`src/rtl/serializer_defs.sv`:
```
// Shared definitions for the N:1 serializer: FSM encoding, TMDS control tokens
// and a helper for sizing the bit counter.
package serializer_defs;

  typedef enum logic {
    ST_IDLE = 1'b0,
    ST_RUN  = 1'b1
  } state_t;

  // TMDS control-period tokens, indexed by {C1,C0}; usable as IDLE_WORD values
  localparam logic [9:0] TMDS_CTRL_00 = 10'b1101010100;
  localparam logic [9:0] TMDS_CTRL_01 = 10'b0010101011;
  localparam logic [9:0] TMDS_CTRL_10 = 10'b0101010100;
  localparam logic [9:0] TMDS_CTRL_11 = 10'b1010101011;

  function automatic int cntWidth(input int width);
    return (width > 1) ? $clog2(width) : 1;
  endfunction

endpackage

```
`src/rtl/serializer_lane.sv`:
```
// One serial lane: a DATA_WIDTH shift register feeding a registered output bit.
// A load puts the first bit straight onto the output so it appears the cycle after the load edge.
module serializer_lane #(
  parameter int DATA_WIDTH = 10,
  parameter int LSB_FIRST  = 1
) (
  input  logic                  serial_clk,
  input  logic                  reset,
  input  logic                  i_load,
  input  logic                  i_shift,
  input  logic [DATA_WIDTH-1:0] i_word,
  output logic                  o_bit
);

  logic [DATA_WIDTH-1:0] r_shift;
  logic                  r_bit;
  logic [DATA_WIDTH-1:0] w_src;
  logic [DATA_WIDTH-1:0] w_nextShift;
  logic                  w_nextBit;

  always_comb begin
    w_src       = i_load ? i_word : r_shift;
    w_nextBit   = 1'b0;
    w_nextShift = w_src;
    if (LSB_FIRST != 0) begin
      w_nextBit   = w_src[0];
      w_nextShift = w_src >> 1;
    end else begin
      w_nextBit   = w_src[DATA_WIDTH-1];
      w_nextShift = w_src << 1;
    end
  end

  // Output is forced low whenever the lane is neither loading nor shifting (IDLE)
  always_ff @(posedge serial_clk or posedge reset) begin
    if (reset) begin
      r_shift <= '0;
      r_bit   <= 1'b0;
    end else if (i_load || i_shift) begin
      r_shift <= w_nextShift;
      r_bit   <= w_nextBit;
    end else begin
      r_bit   <= 1'b0;
    end
  end

  assign o_bit = r_bit;

endmodule

```
`src/rtl/serializer_n_to_1.sv`:
```
// Multi-lane N:1 serializer with a one-word holding register and valid/ready handshake.
// Words are only reloaded at a word boundary, so dropping enable never truncates a word.
module serializer_n_to_1
  import serializer_defs::*;
#(
  parameter int                    DATA_WIDTH = 10,
  parameter int                    LANES      = 3,
  parameter int                    LSB_FIRST  = 1,
  parameter logic [DATA_WIDTH-1:0] IDLE_WORD  = DATA_WIDTH'(TMDS_CTRL_00)
) (
  input  logic                          serial_clk,
  input  logic                          reset,
  input  logic                          enable,
  input  logic [LANES*DATA_WIDTH-1:0]   parallel_data,
  input  logic                          parallel_valid,
  output logic                          parallel_ready,
  output logic [LANES-1:0]              serial_data_out,
  output logic                          word_start,
  output logic                          underflow,
  output logic [15:0]                   underflow_count
);

  localparam int                CNT_W    = cntWidth(DATA_WIDTH);
  localparam logic [CNT_W-1:0]  LAST_BIT = CNT_W'(DATA_WIDTH - 1);

  state_t                        r_state;
  state_t                        w_stateNext;
  logic [CNT_W-1:0]              r_count;
  logic [LANES*DATA_WIDTH-1:0]   r_holdData;
  logic                          r_holdFull;
  logic                          r_wordStart;
  logic                          r_underflow;
  logic [15:0]                   r_underflowCount;

  logic                          w_load;
  logic                          w_shift;
  logic                          w_accept;
  logic                          w_ready;
  logic                          w_underflowLoad;
  logic [LANES*DATA_WIDTH-1:0]   w_loadWord;
  logic [LANES-1:0]              w_laneBits;

  always_ff @(posedge serial_clk or posedge reset) begin
    if (reset) begin
      r_state <= ST_IDLE;
    end else begin
      r_state <= w_stateNext;
    end
  end

  always_comb begin
    w_stateNext = r_state;
    w_load      = 1'b0;
    w_shift     = 1'b0;
    case (r_state)
      ST_IDLE: begin
        if (enable) begin
          w_stateNext = ST_RUN;
          w_load      = 1'b1;
        end
      end
      ST_RUN: begin
        if (r_count == LAST_BIT) begin
          if (enable) begin
            w_load = 1'b1;
          end else begin
            w_stateNext = ST_IDLE;
          end
        end else begin
          w_shift = 1'b1;
        end
      end
      default: w_stateNext = ST_IDLE;
    endcase
  end

  always_ff @(posedge serial_clk or posedge reset) begin
    if (reset) begin
      r_count <= '0;
    end else if (r_state == ST_RUN && r_count != LAST_BIT) begin
      r_count <= r_count + 1'b1;
    end else begin
      r_count <= '0;
    end
  end

  // Ready also rises on a load cycle, since the held word leaves as the new one arrives
  assign w_ready         = !r_holdFull || w_load;
  assign w_accept        = parallel_valid && w_ready;
  assign w_underflowLoad = w_load && !r_holdFull;
  assign w_loadWord      = r_holdFull ? r_holdData : {LANES{IDLE_WORD}};

  always_ff @(posedge serial_clk or posedge reset) begin
    if (reset) begin
      r_holdData <= '0;
      r_holdFull <= 1'b0;
    end else if (w_accept) begin
      r_holdData <= parallel_data;
      r_holdFull <= 1'b1;
    end else if (w_load) begin
      r_holdFull <= 1'b0;
    end
  end

  always_ff @(posedge serial_clk or posedge reset) begin
    if (reset) begin
      r_wordStart      <= 1'b0;
      r_underflow      <= 1'b0;
      r_underflowCount <= '0;
    end else begin
      r_wordStart <= w_load;
      r_underflow <= w_underflowLoad;
      if (w_underflowLoad && r_underflowCount != 16'hFFFF) begin
        r_underflowCount <= r_underflowCount + 16'd1;
      end
    end
  end

  for (genvar k = 0; k < LANES; k++) begin : g_lane
    serializer_lane #(
      .DATA_WIDTH (DATA_WIDTH),
      .LSB_FIRST  (LSB_FIRST)
    ) u_lane (
      .serial_clk (serial_clk),
      .reset      (reset),
      .i_load     (w_load),
      .i_shift    (w_shift),
      .i_word     (w_loadWord[k*DATA_WIDTH +: DATA_WIDTH]),
      .o_bit      (w_laneBits[k])
    );
  end

  assign parallel_ready  = w_ready;
  assign serial_data_out = w_laneBits;
  assign word_start      = r_wordStart;
  assign underflow       = r_underflow;
  assign underflow_count = r_underflowCount;

endmodule

```
`config.mk`:
```
export PLATFORM = sky130hd
export DESIGN_NAME = serializer_n_to_1
export DESIGN_NICKNAME = d
export VERILOG_FILES = /design/src/rtl/serializer_defs.sv /design/src/rtl/serializer_lane.sv /design/src/rtl/serializer_n_to_1.sv
export SDC_FILE = /design/constraint.sdc
export NUM_CORES = 1
export LEC_CHECK = 0
export ABC_AREA = 1
export BUFFER_PORTS_ARGS = -buffer_cell sky130_fd_sc_hd__buf_2
export CORE_MARGIN = 1.5
export CORE_UTILIZATION = 25
export CTS_CLUSTER_DIAMETER = 120
export DETAILED_ROUTE_END_ITERATION = 10
export PLACE_DENSITY_LB_ADDON = 0.15
export SLEW_MARGIN = 25
export SYNTH_ARGS = -nofsm -noshare
export SYNTH_HDL_FRONTEND = slang
export SYNTH_SLANG_ARGS = --single-unit
```
`constraint.sdc`:
```
create_clock -name serial_clk -period 3.8 [get_ports serial_clk]
set_input_delay 0.57 -clock serial_clk [delete_from_list [all_inputs] [get_ports serial_clk]]
set_output_delay 0.57 -clock serial_clk [all_outputs]
set_load 0.005 [all_outputs]
```
# --- Word level (Yosys, flattened, before mapping) ---
# Cells that the tools add are included.
word_totals:
  register_bits: 84
  latch_bits: 0
  mem_bits_rw: 0
  romBits: 0
  in_bits: 34
  out_inout_bits: 22
  word_cells: 44
  memories: 0
op_classes:
  addsub: 2
  mul: 0
  div: 0
  magnitude_cmp: 0
  n_eq_ne: 3
  n_shift: 0
  mux: 17
  n_bitwise: 1
  n_reduce_logical: 8
op_table:
  columns: ["op", "n"]
  rows:
  - ["2-to-1 mux 10 bit", 3]
  - ["2-to-1 mux 30 bit", 1]
  - ["adder 16 x 1 -> 16 bit, second input constant", 1]
  - ["!= test 16 bit, second input constant", 1]
  - ["2-to-1 mux 1 bit", 10]
  - ["adder 4 x 1 -> 4 bit, second input constant", 1]
  - ["equality test 4 bit, second input constant", 1]
  - ["logical AND 1 bit", 4]
  - ["2-to-1 mux 4 bit", 1]
  - ["!= test 4 bit, second input constant", 1]
  - ["one-hot mux 1 bit (2 select lines)", 2]
  - ["logical OR 1 bit", 2]
  - ["nonzero test 2 bit", 1]
  - ["logical NOT 1 bit", 1]
  - ["NOT 1 bit", 1]

# --- Longest topological paths before layout ---
# Gate-level depths: netlist (run 1).
depth:
  depth_word: 6
  ltp_mapped: 10

# --- By module ---
# From an unflattened synthesis (run 1), not the netlist that was laid out.
hier_totals:
  cells_unflattened: 512
  area_unflattened_um2: 4073.9
modules_own_cells:
  columns: ["module", "instances", "cells_each", "area_each_um2", "seq_area_each_um2"]
  rows:
  - ["serializer_n_to_1", 1, 353, 2745.1, 1351.3]
  - ["serializer_lane", 3, 53, 442.9, 250.2]

# --- Worst setup path after synthesis (run 1) ---
# No wires, ideal clock.
synth_path:
  kind: "reg-to-output"
  start: "register r_count[1]"
  end: "output parallel_ready"
  t_arrival_ns: 1.073
  required_ns: 3.230
  slack_ns: 2.157
  stages_incl_launch_ff: 8
  n_path_buf: 1
  cell_sequence: "dfrtp_1 -> inv_1 -> ha_1 -> nand3_2 -> nand2_4 -> nand2_2 -> nand2_2 -> buf_2"
synth_via:
  elab_chain_cells: 4
synth_lines:
  columns: ["element", "line", "rtl"]
  rows:
  - ["start, declared", "serializer_n_to_1.sv:28", "logic [CNT_W-1:0] r_count;"]
  - ["start signal, assigned", "serializer_n_to_1.sv:81", "r_count <= r_count + 1'b1;"]
  - ["equality test 4 bit", "serializer_n_to_1.sv:63", "if (r_count == LAST_BIT) begin"]
  - ["2-to-1 mux 1 bit", "serializer_n_to_1.sv:63", null]
  - ["one-hot mux 1 bit (2 select lines)", "serializer_n_to_1.sv:55", "case (r_state)"]
  - ["logical OR 1 bit", "serializer_n_to_1.sv:88", "assign w_ready = !r_holdFull || w_load;"]
  - ["end, declared", "serializer_n_to_1.sv:16", "output logic parallel_ready,"]
# Every way passes these cells.

# --- Worst setup path in the final report (run 1) ---
# Same ends and word-level chain as after synthesis.

==> Flow_metrics.wiki, run 1 <==
{| class="wikitable"
! Metric !! Value
|-
| Post-CTS Setup Inserts || 0
|-
| Post-route setup TNS || 0 ns
|-
| Detailed-placement wirelength estimate || 6390 um
|-
| Routability Congestion || 0.742
|-
| Die width || roughly 130 um
|-
| Final Max Tran Viols || 0
|-
| Clock tree from TritonCTS || built
|-
| Worst hold-check path type || input port to asynchronous set/reset pin
|-
| Tightest hold margin || 0.339 ns
|-
| Number of clock sinks seen by CTS || 84
|-
| Final standard cell utilization of the core || 29.8%
|-
| Later-pin clock latency in the skew report || ~0.35 ns
|-
| Number of buffers on the longest clock path || 2
|-
| Number of port buffers || 55
|-
| Worst path bufs/invs || 2
|-
| Crit path cell chain || inv_1 > ha_1 > nand3_2 > nand2_4 > nand2_2 > nand2_2 > buf_2
|-
| Die H || about 130 um
|-
| Pin count of the biggest net entering global routing || 59
|-
| Power density relative to cell area || about 720 nW/um^2
|-
| Time the worst path needs with I/O delays and setup || between 3 and 4 ns
|-
| Final Hold Fails || 0
|-
| Portion of total power attributed to the clock network || 26.7%
|-
| Post-synthesis sequential area ratio || around half
|-
| Power spent charging and discharging nets || 1.24 mW
|-
| Worst vdd rail ir drop || between 200 and 250 uV
|-
| Yosys reg bits || 84
|-
| Final worst clock skew || 0.00871 ns
|-
| Yosys synthesis warning count || 0
|-
| Post-route fraction of the period consumed by the critical path || 81.1%
|-
| Sequential standard cell area || 2100 um^2
|-
| Diode count || 0
|-
| Synth Area per Inst || 8.66 um^2
|-
| Ys flop type || sky130_fd_sc_hd__dfrtp_1
|-
| Std cell rows || 46
|-
| Worst slew margin relative to its limit || 54.9%
|-
| Fraction of final layout cells sized beyond drive strength 1 || 20.5%
|-
| Met1 GRT Util || 18.2%
|-
| Internal power contribution || between 2 and 2.5 mW
|-
| Maxcap violations || 0
|-
| Global-route wire length before repair || 15800 um
|-
| Reg power frac || roughly 45%
|-
| Vias || approximately 3200
|-
| Number of nets still failing antenna checks after routing || 0
|-
| Net Count, Synth || 504
|-
| Total routing usage reported by global routing || 12.1%
|-
| Fin nets || approximately 540
|-
| Number of antenna violations at the first check in global routing || 0
|-
| Cell with the largest stage delay on the worst path || sky130_fd_sc_hd__nand2_4
|-
| Routed vias/inst || between 4 and 5
|-
| Crit-path max FO || 58
|-
| Clock edge transition at the registers on the reported setup and hold paths || about 0.07 ns
|-
| Fill cell instance count of the final layout || 1698
|-
| Syn Std Cell Area || 4050 um^2
|-
| Die Footprint || 17000 um^2
|-
| Avg WL per Cell || between 10 and 15 um
|-
| Number of H-tree levels || 3
|-
| Number of instances in the synthesized netlist || 467
|-
| Residual DRC || 0
|-
| Busiest metal layer after global routing || met1
|-
| Total wire length after detailed routing || 9470 um
|-
| Switching part of the total || 36.3%
|-
| Async set or reset register ratio after synthesis || 100%
|-
| Post-synthesis to final-layout area growth || 16.5%
|-
| Type of the worst setup path || flop to output pin
|-
| TritonCTS Buffers || 9
|-
| Iteration-0 DRC count of the detailed router || roughly 140
|-
| Result of the run || finished, final reports clean
|-
| Worst Max-Slew Pin Slew || ~0.68 ns
|-
| Boundary pin count || 56
|-
| Met2 Resource Use GR || 16.2%
|-
| Sum of overflow across all layers after global routing || 0
|-
| Leakage component of the power || 2.26 nW
|-
| Combinational fraction of design power || 28.7%
|-
| Count of unique library cells instantiated by Yosys || 29
|-
| Clock tree root buffer cell || sky130_fd_sc_hd__clkbuf_16
|-
| Highest cell delay on the worst timing path || 0.45 ns
|-
| Count of TritonRoute iterations in the first routing pass || 4
|-
| Met3 layer usage reported by global route || roughly 2.5%
|-
| Worst path top cell family by delay || simple AND/OR/NAND/NOR gates
|-
| Max frequency || between 300 and 400 MHz
|-
| Multi-input gate area in the final layout || 1640 um^2
|-
| Required time at the worst-slack endpoint || 3.23 ns
|-
| Effective utilization at floorplan || around a quarter
|-
| Std-Cell Core Area || roughly 16000 um^2
|-
| Setup repair after global routing missed its margin || false
|-
| Number of synthesized flops with an enable pin || 0
|-
| Number of global-route vias before repair || 3041
|-
| Worst path arrival time || 2.51 ns
|-
| Setup-violating endpoint count in the final report || 0
|-
| Post-cts sizing count || 0
|-
| Hold-fix buffers, CTS || 0
|-
| Worst Setup Start Kind || flop
|-
| Endpoint kind of the worst setup timing path || output pin
|-
| CP most frequent cell || sky130_fd_sc_hd__nand2_2
|}
-- power groups by stage --
| stage | combinational [mW] | sequential, mW | clock (mW) |
|---|---|---|---|
| after floorplan | 0.848 | 1.44 | 0 |
| after global placement | 0.979 | 1.53 | 0 |
| after detailed placement | 0.995 | 1.54 | 0 |
| after CTS | 0.998 | 1.52 | 0.935 |
| after global routing | 1.14 | 1.57 | 0.978 |
| final | 0.975 | 1.52 | 0.908 |
-- flip-flops by register name, indices dropped and copies added, names as in the netlist --
signal	cells
underflow_count	16
underflow	1
word_start	1
r_holdData	30
r_state	1
g_lane.u_lane.o_bit	3
r_count	4
g_lane.u_lane.r_shift	27
r_holdFull	1
-- Yosys cell counts (8+ instances only) --
master | count | area share (%)
sky130_fd_sc_hd__buf_4 | 8 | 1.5
sky130_fd_sc_hd__dfrtp_1 | 84 | 52
sky130_fd_sc_hd__nand2_2 | 9 | 1.4
sky130_fd_sc_hd__nand2_1 | 121 | 11
sky130_fd_sc_hd__o21ai_1 | 27 | 3.3
sky130_fd_sc_hd__nor2_1 | 21 | 1.9
sky130_fd_sc_hd__xor2_1 | 8 | 1.7
sky130_fd_sc_hd__nor3_1 | 12 | 1.5
sky130_fd_sc_hd__a21oi_1 | 12 | 1.5
sky130_fd_sc_hd__o21ai_0 | 28 | 3.5
sky130_fd_sc_hd__nand3_1 | 62 | 7.7
sky130_fd_sc_hd__inv_1 | 21 | 1.9
-- layer usage --
| layer | share of wire [%] | vias up |
|---|---|---|
| met1 | 52 | 1512 |
| met5 | 0 | - |
| met3 | 5.1 | 16 |
| met2 | 41 | 67 |
| li1 | - | 1613 |
| met4 | 2.1 | 0 |
-- metrics by stage --
| stage | setup WS, ns | std cells | power, mW | cell area [um^2] |
|---|---|---|---|---|
| final | 0.717 | 728 | 3.40 | 4710 |
| after global routing | 0.460 | 728 | 3.69 | 4710 |
| after CTS | 0.656 | 728 | 3.46 | 4710 |
| after detailed placement | 1.03 | 712 | 2.53 | 4410 |
| after global placement | 1.10 | 712 | 2.50 | 4410 |
| after floorplan | 1.06 | 467 | 2.29 | 4050 |
-- cell type report --
class	count	share of cell area (%)
Clock buffer	11	5.15
Clock inverter	5	1.25
Inverter	25	2.04
Multi-Input combinational cell	328	34.7
Sequential cell	84	44.6
Tap cell	216	5.73
Timing Repair Buffer	59	6.48
-- kinds of logic after synthesis --
logic type,share of synthesized area (%)
AOI/OAI and AO/OA,10.3
xor gates and xnor gates,1.95
adders and majority gates,0.928
buffers and inverters,7.58
DFF,51.9
and+or+nand+nor,27.3
-- final timing paths --
| kind | start | to | slack [ns] | cells past startpoint |
|---|---|---|---|---|
| max in group asynchronous | reset | underflow_count[5] | 2.76 | 3 |
| min in group serial_clk | parallel_data[27] | r_holdData[27] | 0.45 | 3 |
| max reg2reg | r_count[1] | r_holdData[25] | 1.21 | 10 |
| max | r_count[1] | parallel_ready | 0.72 | 7 |
| min | reset | g_lane[1].u_lane.o_bit | 0.34 | 2 |
| min reg2reg | r_holdData[16] | r_holdData[16] | 0.48 | 2 |
-- worst reg2reg max path, stage by stage (launching register included) --
cell and delay, ns:
sky130_fd_sc_hd__dfrtp_1 0.40, sky130_fd_sc_hd__inv_1 0.06, sky130_fd_sc_hd__ha_1 0.14, sky130_fd_sc_hd__nand3_2 0.09
sky130_fd_sc_hd__nand2_4 0.45, sky130_fd_sc_hd__nand2_2 0.45, sky130_fd_sc_hd__nand2_2 0.40, sky130_fd_sc_hd__nand2_1 0.08
sky130_fd_sc_hd__buf_4 0.26, sky130_fd_sc_hd__nand2_1 0.11, sky130_fd_sc_hd__nand2_1 0.05
-- layout by cell type, fill, tap and decap left out, drive strengths merged, types with 2 or more instances in the layout --
master | netlist | layout
nor2 | 26 | 26
o22ai | 3 | 3
nor3 | 12 | 12
clkinvlp | 0 | 2
ha | 3 | 3
dfrtp | 84 | 84
nand2 | 133 | 133
clkbuf | 6 | 11
nand3 | 64 | 64
nand4 | 4 | 4
o21ai | 62 | 62
buf | 24 | 59
inv | 25 | 26
xor2 | 8 | 8
a21oi | 12 | 12
Note: power is estimated with default switching activity, not from simulation.
==> run 2: changes to the inputs <==
clock period = 3 ns   (was 3.8 ns; I/O delays follow)
==> run 2 against run 1 <==
Clock skew fell by 0.0035 ns. Power rose by 24%. Utilization barely moved. Sequential share of layout area rose by 0.071 points. First-iteration DRC count rose by 64%. Via count rose by 0.31%. Setup slack improved by 0.083 ns. Design area fell by 0.16%. Largest power group unchanged. Highest routed layer unchanged.
==> Flow_metrics.wiki, run 2 (synthesized netlist as in run 1, its figures left out) <==
{| class="wikitable"
! Metric !! Value
|-
| Worst hold-check path type || input port to asynchronous set/reset pin
|-
| Worst path arrival time || 1.75 ns
|-
| Routed vias/inst || 4.41
|-
| Boundary pin count || 56
|-
| Number of nets still failing antenna checks after routing || 0
|-
| Die Footprint || 17000 um^2
|-
| Clock tree root buffer cell || sky130_fd_sc_hd__clkbuf_16
|-
| Routability Congestion || 0.726
|-
| Later-pin clock latency in the skew report || 0.34 ns
|-
| Vias || 3218
|-
| Crit-path max FO || 25
|-
| Worst R2R Setup Slack || 1.09 ns
|-
| Fill cell instance count of the final layout || 1746
|-
| Worst Setup Start Kind || flop
|-
| Number of clock sinks seen by CTS || 84
|-
| Max frequency || 454 MHz
|-
| Final Hold Fails || 0
|-
| Post-CTS Setup Inserts || 0
|-
| Worst vdd rail ir drop || 303 uV
|-
| Endpoint kind of the worst setup timing path || output pin
|-
| Worst R2R Path Depth || 9
|-
| Time the worst path needs with I/O delays and setup || 2.20 ns
|-
| Global-route wire length before repair || 16300 um
|-
| Clock edge transition at the registers on the reported setup and hold paths || 0.06 ns
|-
| Avg WL per Cell || 13.2 um
|-
| Number of buffers on the longest clock path || 2
|-
| Final Max Tran Viols || 0
|-
| Crit path cell chain || inv_1 > ha_1 > nand3_2 > nand2_4 > nand2_2 > nand2_2 > buf_2
|-
| Post-synthesis to final-layout area growth || 16.3%
|-
| Reg2Reg Launch Point || r_count[1]
|-
| Post-layout instance area || 4710 um^2
|-
| Std-Cell Core Area || around 16000 um^2
|-
| Finished Layout Cells || 730
|-
| Worst Max-Slew Pin Slew || 0.546 ns
|-
| Fin nets || 547
|-
| Cell with the largest stage delay on the worst path || sky130_fd_sc_hd__dfrtp_1
|-
| Power density relative to cell area || 897 nW/um^2
|-
| Worst path top cell family by delay || simple AND/OR/NAND/NOR gates
|-
| Placed cell count || 715
|-
| Result of the run || finished, final reports clean
|-
| Worst path bufs/invs || 2
|-
| Number of H-tree levels || 3
|-
| PnR Total Power || 4.22 mW
|-
| Std cell rows || 46
|-
| Number of antenna violations at the first check in global routing || 0
|-
| Endpoint of the worst register-to-register path || underflow_count[4]
|-
| Type of the worst setup path || flop to output pin
|-
| Commonest cells after routing, fill and taps aside || sky130_fd_sc_hd__nand2_1, sky130_fd_sc_hd__dfrtp_1, sky130_fd_sc_hd__nand3_1
|-
| Setup-violating endpoint count in the final report || 0
|-
| Detailed-placement wirelength estimate || 6400 um
|-
| Max reg flops || 30
|-
| Die H || 130 um
|-
| Diode count || 0
|-
| Setup repair after global routing missed its margin || false
|-
| Fraction of final layout cells sized beyond drive strength 1 || 20.6%
|-
| Hold-fix buffers, CTS || 0
|-
| Sum of overflow across all layers after global routing || 0
|-
| Number of port buffers || 55
|-
| Instance area at placement || 4450 um^2
|-
| Clock tree from TritonCTS || built
|-
| Count of TritonRoute iterations in the first routing pass || 4
|-
| Residual DRC || 0
|-
| Worst slew margin relative to its limit || 63.6%
|-
| CP most frequent cell || sky130_fd_sc_hd__nand2_2
|-
| Iteration-0 DRC count of the detailed router || 227
|-
| Most frequent standard cell in the layout excluding fill and tap cells || sky130_fd_sc_hd__nand2_1
|-
| Total routing usage reported by global routing || between 10% and 20%
|-
| Number of global-route vias before repair || 3147
|-
| Post-route fraction of the period consumed by the critical path || between 70% and 80%
|-
| Maxcap violations || 0
|-
| Effective utilization at floorplan || 25.6%
|-
| TritonCTS Buffers || 9
|-
| Biggest register || r_holdData
|-
| Die width || 130 um
|-
| Pin count of the biggest net entering global routing || 85
|-
| Required time at the worst-slack endpoint || 2.55 ns
|-
| Final worst clock skew || 0.00521 ns
|-
| Highest cell delay on the worst timing path || 0.40 ns
|-
| Total wire length after detailed routing || 9640 um
|-
| Leakage component of the power || 2.25 nW
|-
| Post-route setup TNS || 0 ns
|-
| Post-cts sizing count || 0
|-
| Worst setup startpoint || r_count[1]
|}
run 2: worst max-delay path by stage:
| stage | end | slack [ns] | cells past startpoint |
|---|---|---|---|
| 6_report | parallel_ready | 0.80 | 7 |
| 5_1_grt | parallel_ready | 0.67 | 7 |
| 4_1_cts | parallel_ready | 0.78 | 7 |
| 3_5_place_dp | underflow_count[4] | 1.08 | 9 |
| 3_3_place_gp | underflow_count[10] | 1.13 | 9 |
| 2_1_floorplan | g_lane[0].u_lane.o_bit | 0.38 | 1 |
run 2: stage by stage:
| step | util, % | setup slack [ns] | hold WS [ns] |
|---|---|---|---|
| after floorplan | - | 0.385 | 0.442 |
| after global placement | 28.1 | 1.13 | 0.458 |
| after detailed placement | 28.1 | 1.08 | 0.463 |
| after CTS | 29.7 | 0.779 | 0.218 |
| after global routing | 29.7 | 0.669 | 0.244 |
| final | 29.7 | 0.800 | 0.196 |
run 2: where the power goes:
| group | switching (mW) | internal [mW] | leakage (nW) |
|---|---|---|---|
| clock | 0.457 | 0.555 | 0.118 |
| sequential | 0.308 | 1.59 | 1.05 |
| combinational | 0.809 | 0.500 | 1.08 |
| total | 1.57 | 2.65 | 2.25 |
run 2: layer usage:
metal	track usage, %	part of all wire [%]	vias up
met4	6.08	2.0	0
li1	-	-	1621
met3	2.38	4.3	14
met1	18.6	53	1499
met2	17.0	41	84
met5	0	0	-
run 2: layout make-up:
cell class / count / area (um^2) / area share [%]
Sequential cell: 84 / 2100 / 44.7
Multi-Input combinational cell: 328 / 1640 / 34.8
Tap cell: 216 / 270 / 5.74
Clock buffer: 11 / 233 / 4.95
Timing Repair Buffer: 62 / 340 / 7.23
Inverter: 25 / 95.1 / 2.02
Clock inverter: 4 / 27.5 / 0.585
run 2: worst reg2reg max path, stage by stage, from the launching register on:
cell	delay (ns)
sky130_fd_sc_hd__dfrtp_1	0.40
sky130_fd_sc_hd__inv_1	0.06
sky130_fd_sc_hd__ha_1	0.15
sky130_fd_sc_hd__nand3_2	0.10
sky130_fd_sc_hd__nand2_4	0.25
sky130_fd_sc_hd__nand3_4	0.13
sky130_fd_sc_hd__nor2_4	0.34
sky130_fd_sc_hd__buf_4	0.28
sky130_fd_sc_hd__nand2_1	0.07
sky130_fd_sc_hd__nand2_1	0.07
==> run 3: changes to the inputs <==
clock period = 2.11 ns   (was 3 ns; I/O delays follow)
==> run 3 against run 2 <==
Register-to-register slack got worse by 0.86 ns. Cell count increased by 1.1%. Clock skew increased by 0.0038 ns. Highest routed layer unchanged.
==> Flow_metrics.wiki, run 3 (synthesized netlist as in run 1, its figures left out) <==
{| class="wikitable"
! Metric !! Value
|-
| Post-route fraction of the period consumed by the critical path || 94.1%
|-
| Crit path cell chain || ha_1 > nand3_2 > nand2_4 > nand2_2 > nand2_4 > buf_4 > buf_2
|-
| Sequential standard cell area || 2100 um^2
|-
| Worst vdd rail ir drop || 536 uV
|-
| Instance area at placement || 4510 um^2
|-
| Die Footprint || 17000 um^2
|-
| Endpoint of the worst register-to-register path || underflow_count[0]
|-
| Worst Setup Start Kind || flop
|-
| Fin worst setup slack || 0.124 ns
|-
| Number of buffers on the longest clock path || 2
|-
| Commonest cells after routing, fill and taps aside || sky130_fd_sc_hd__nand2_1, sky130_fd_sc_hd__dfrtp_1, sky130_fd_sc_hd__nand3_1
|-
| Biggest register || r_holdData
|-
| Clock tree from TritonCTS || built
|-
| Worst hold-check path type || input port to asynchronous set/reset pin
|-
| Number of port buffers || 55
|-
| Die H || 130 um
|-
| Number of global-route vias before repair || 3147
|-
| Later-pin clock latency in the skew report || 0.35 ns
|-
| Total wire length after detailed routing || about 9900 um
|-
| Power spent charging and discharging nets || between 2 and 2.5 mW
|-
| Post-cts sizing count || 0
|-
| Std cell rows || 46
|-
| Global-route wire length before repair || 16500 um
|-
| Time the worst path needs with I/O delays and setup || ~2.0 ns
|-
| Portion of total power attributed to the clock network || 26.6%
|-
| Die width || 130 um
|-
| Power density relative to cell area || 1300 nW/um^2
|-
| Hold-fix buffers, CTS || 0
|-
| Internal power contribution || 3.98 mW
|-
| Number of antenna violations at the first check in global routing || 0
|-
| Post-route setup TNS || 0 ns
|-
| Setup repair after global routing missed its margin || false
|-
| Most frequent standard cell in the layout excluding fill and tap cells || sky130_fd_sc_hd__nand2_1
|-
| Crit-path max FO || 10
|-
| Leakage component of the power || roughly 2.3 nW
|-
| CP most frequent cell || sky130_fd_sc_hd__nand2_4
|-
| Clock edge transition at the registers on the reported setup and hold paths || 0.07 ns
|-
| Count of TritonRoute iterations in the first routing pass || 4
|-
| Effective utilization at floorplan || 25.6%
|-
| Worst slew margin relative to its limit || 47.4%
|-
| Final Max Tran Viols || 0
|-
| Residual DRC || 0
|-
| Switching part of the total || 36.6%
|-
| Iteration-0 DRC count of the detailed router || ~180
|-
| Post-synthesis to final-layout area growth || 19.3%
|-
| Fin nets || 554
|-
| Worst Max-Slew Pin Slew || 0.788 ns
|-
| Final worst clock skew || 0.00903 ns
|-
| Worst R2R Setup Slack || roughly 0.23 ns
|-
| Endpoint kind of the worst setup timing path || output pin
|-
| Pin count of the biggest net entering global routing || 40
|-
| Setup-violating endpoint count in the final report || 0
|-
| Total routing usage reported by global routing || roughly an eighth
|-
| Required time at the worst-slack endpoint || 1.79 ns
|-
| Final Hold Fails || 0
|-
| Highest cell delay on the worst timing path || 0.41 ns
|-
| Worst path top cell family by delay || flip-flops
|-
| Maxcap violations || 0
|-
| Worst path arrival time || 1.67 ns
|-
| Type of the worst setup path || flop to output pin
|-
| Number of clock sinks seen by CTS || 84
|-
| Sum of overflow across all layers after global routing || 0
|-
| Vias || 3211
|-
| Detailed-placement wirelength estimate || 6560 um
|-
| Reg power frac || between 40% and 50%
|-
| Diode count || 0
|-
| Worst path bufs/invs || 2
|-
| Max frequency || 503 MHz
|-
| Reg2Reg Launch Point || underflow_count[0]
|-
| Clock tree root buffer cell || sky130_fd_sc_hd__clkbuf_16
|-
| Combinational fraction of design power || 30.2%
|-
| Routed vias/inst || around 4.4
|-
| Max reg flops || 30
|-
| Fraction of final layout cells sized beyond drive strength 1 || ~22%
|-
| Multi-input gate area in the final layout || 1650 um^2
|-
| Post-layout instance area || 4830 um^2
|-
| Cell with the largest stage delay on the worst path || sky130_fd_sc_hd__dfrtp_1
|-
| Number of nets still failing antenna checks after routing || 0
|-
| Fill cell instance count of the final layout || 1716
|-
| Avg WL per Cell || 13.5 um
|-
| TritonCTS Buffers || 9
|-
| Number of H-tree levels || 3
|-
| Worst R2R Path Depth || 8
|-
| Boundary pin count || 56
|-
| Worst slack at placement || between 0.08 and 0.09 ns
|-
| Post-CTS Setup Inserts || 0
|-
| Routability Congestion || ~0.74
|-
| Std-Cell Core Area || 15800 um^2
|-
| Result of the run || finished, final reports clean
|}
==> run 3: cell types whose count changed in the layout (fill, tap and decap cells not counted), sizes merged <==
cell and change:
nor2 +1, clkbuf -1, bufinv +1, clkinv -1
inv +2, buf +6
==> run 3: cell type report <==
cell class / instances / share of cell area [%]
Sequential cell: 84 / 43.5
Multi-Input combinational cell: 329 / 34.2
Timing Repair Buffer: 68 / 8.24
Tap cell: 216 / 5.60
Clock buffer: 10 / 4.95
Inverter: 25 / 2.02
Clock inverter: 6 / 1.48
==> run 3: worst register-to-register path, cell delays in order (launching register included) <==
cell,delay [ns]
sky130_fd_sc_hd__dfrtp_1,0.43
sky130_fd_sc_hd__ha_1,0.27
sky130_fd_sc_hd__inv_1,0.11
sky130_fd_sc_hd__nor2_4,0.06
sky130_fd_sc_hd__nand2_4,0.08
sky130_fd_sc_hd__nor2_4,0.05
sky130_fd_sc_hd__nor2_2,0.62
sky130_fd_sc_hd__nand2_1,0.10
sky130_fd_sc_hd__nand2_1,0.10
==> run 3: power by group through the flow <==
stage | clock network, mW | registers (mW) | logic [mW]
final | 1.67 | 2.72 | 1.89
after global routing | 1.77 | 2.80 | 2.21
after CTS | 1.71 | 2.72 | 1.93
after detailed placement | 0 | 2.75 | 1.92
after global placement | 0 | 2.74 | 1.90
after floorplan | 0 | 2.60 | 1.53
==> run 3: per-stage QoR <==
step | hold WS, ns | instances | util [%] | power (mW)
6_report | 0.0115 | 738 | 30.5 | 6.27
5_1_grt | 0.0535 | 738 | 30.5 | 6.79
4_1_cts | 0.0312 | 737 | 30.4 | 6.36
2_1_floorplan | 0.442 | 467 | - | 4.13
3_5_place_dp | 0.409 | 721 | 28.5 | 4.67
3_3_place_gp | 0.405 | 721 | 28.5 | 4.64
==> run 3: how the worst max path moves through the flow <==
stage,start,endpoint,slack (ns),cells past startpoint
after global routing,r_count[1],parallel_ready,0.02,8
after detailed placement,underflow_count[0],underflow_count[0],0.08,9
after CTS,r_count[1],parallel_ready,0.04,8
after floorplan,underflow_count[0],underflow_count[6],0.63,9
final,r_count[0],parallel_ready,0.12,7
after global placement,underflow_count[0],underflow_count[0],0.1,9
==> run 3: routing by layer <==
metal,part of all wire [%],GRT usage (%),up-vias,routed length (um)
met2,42,17.9,60,4140
met3,3.4,2.21,13,337
li1,-,-,1639,-
met5,0,0,-,0
met1,53,18.2,1499,5240
met4,2.2,6.47,0,222
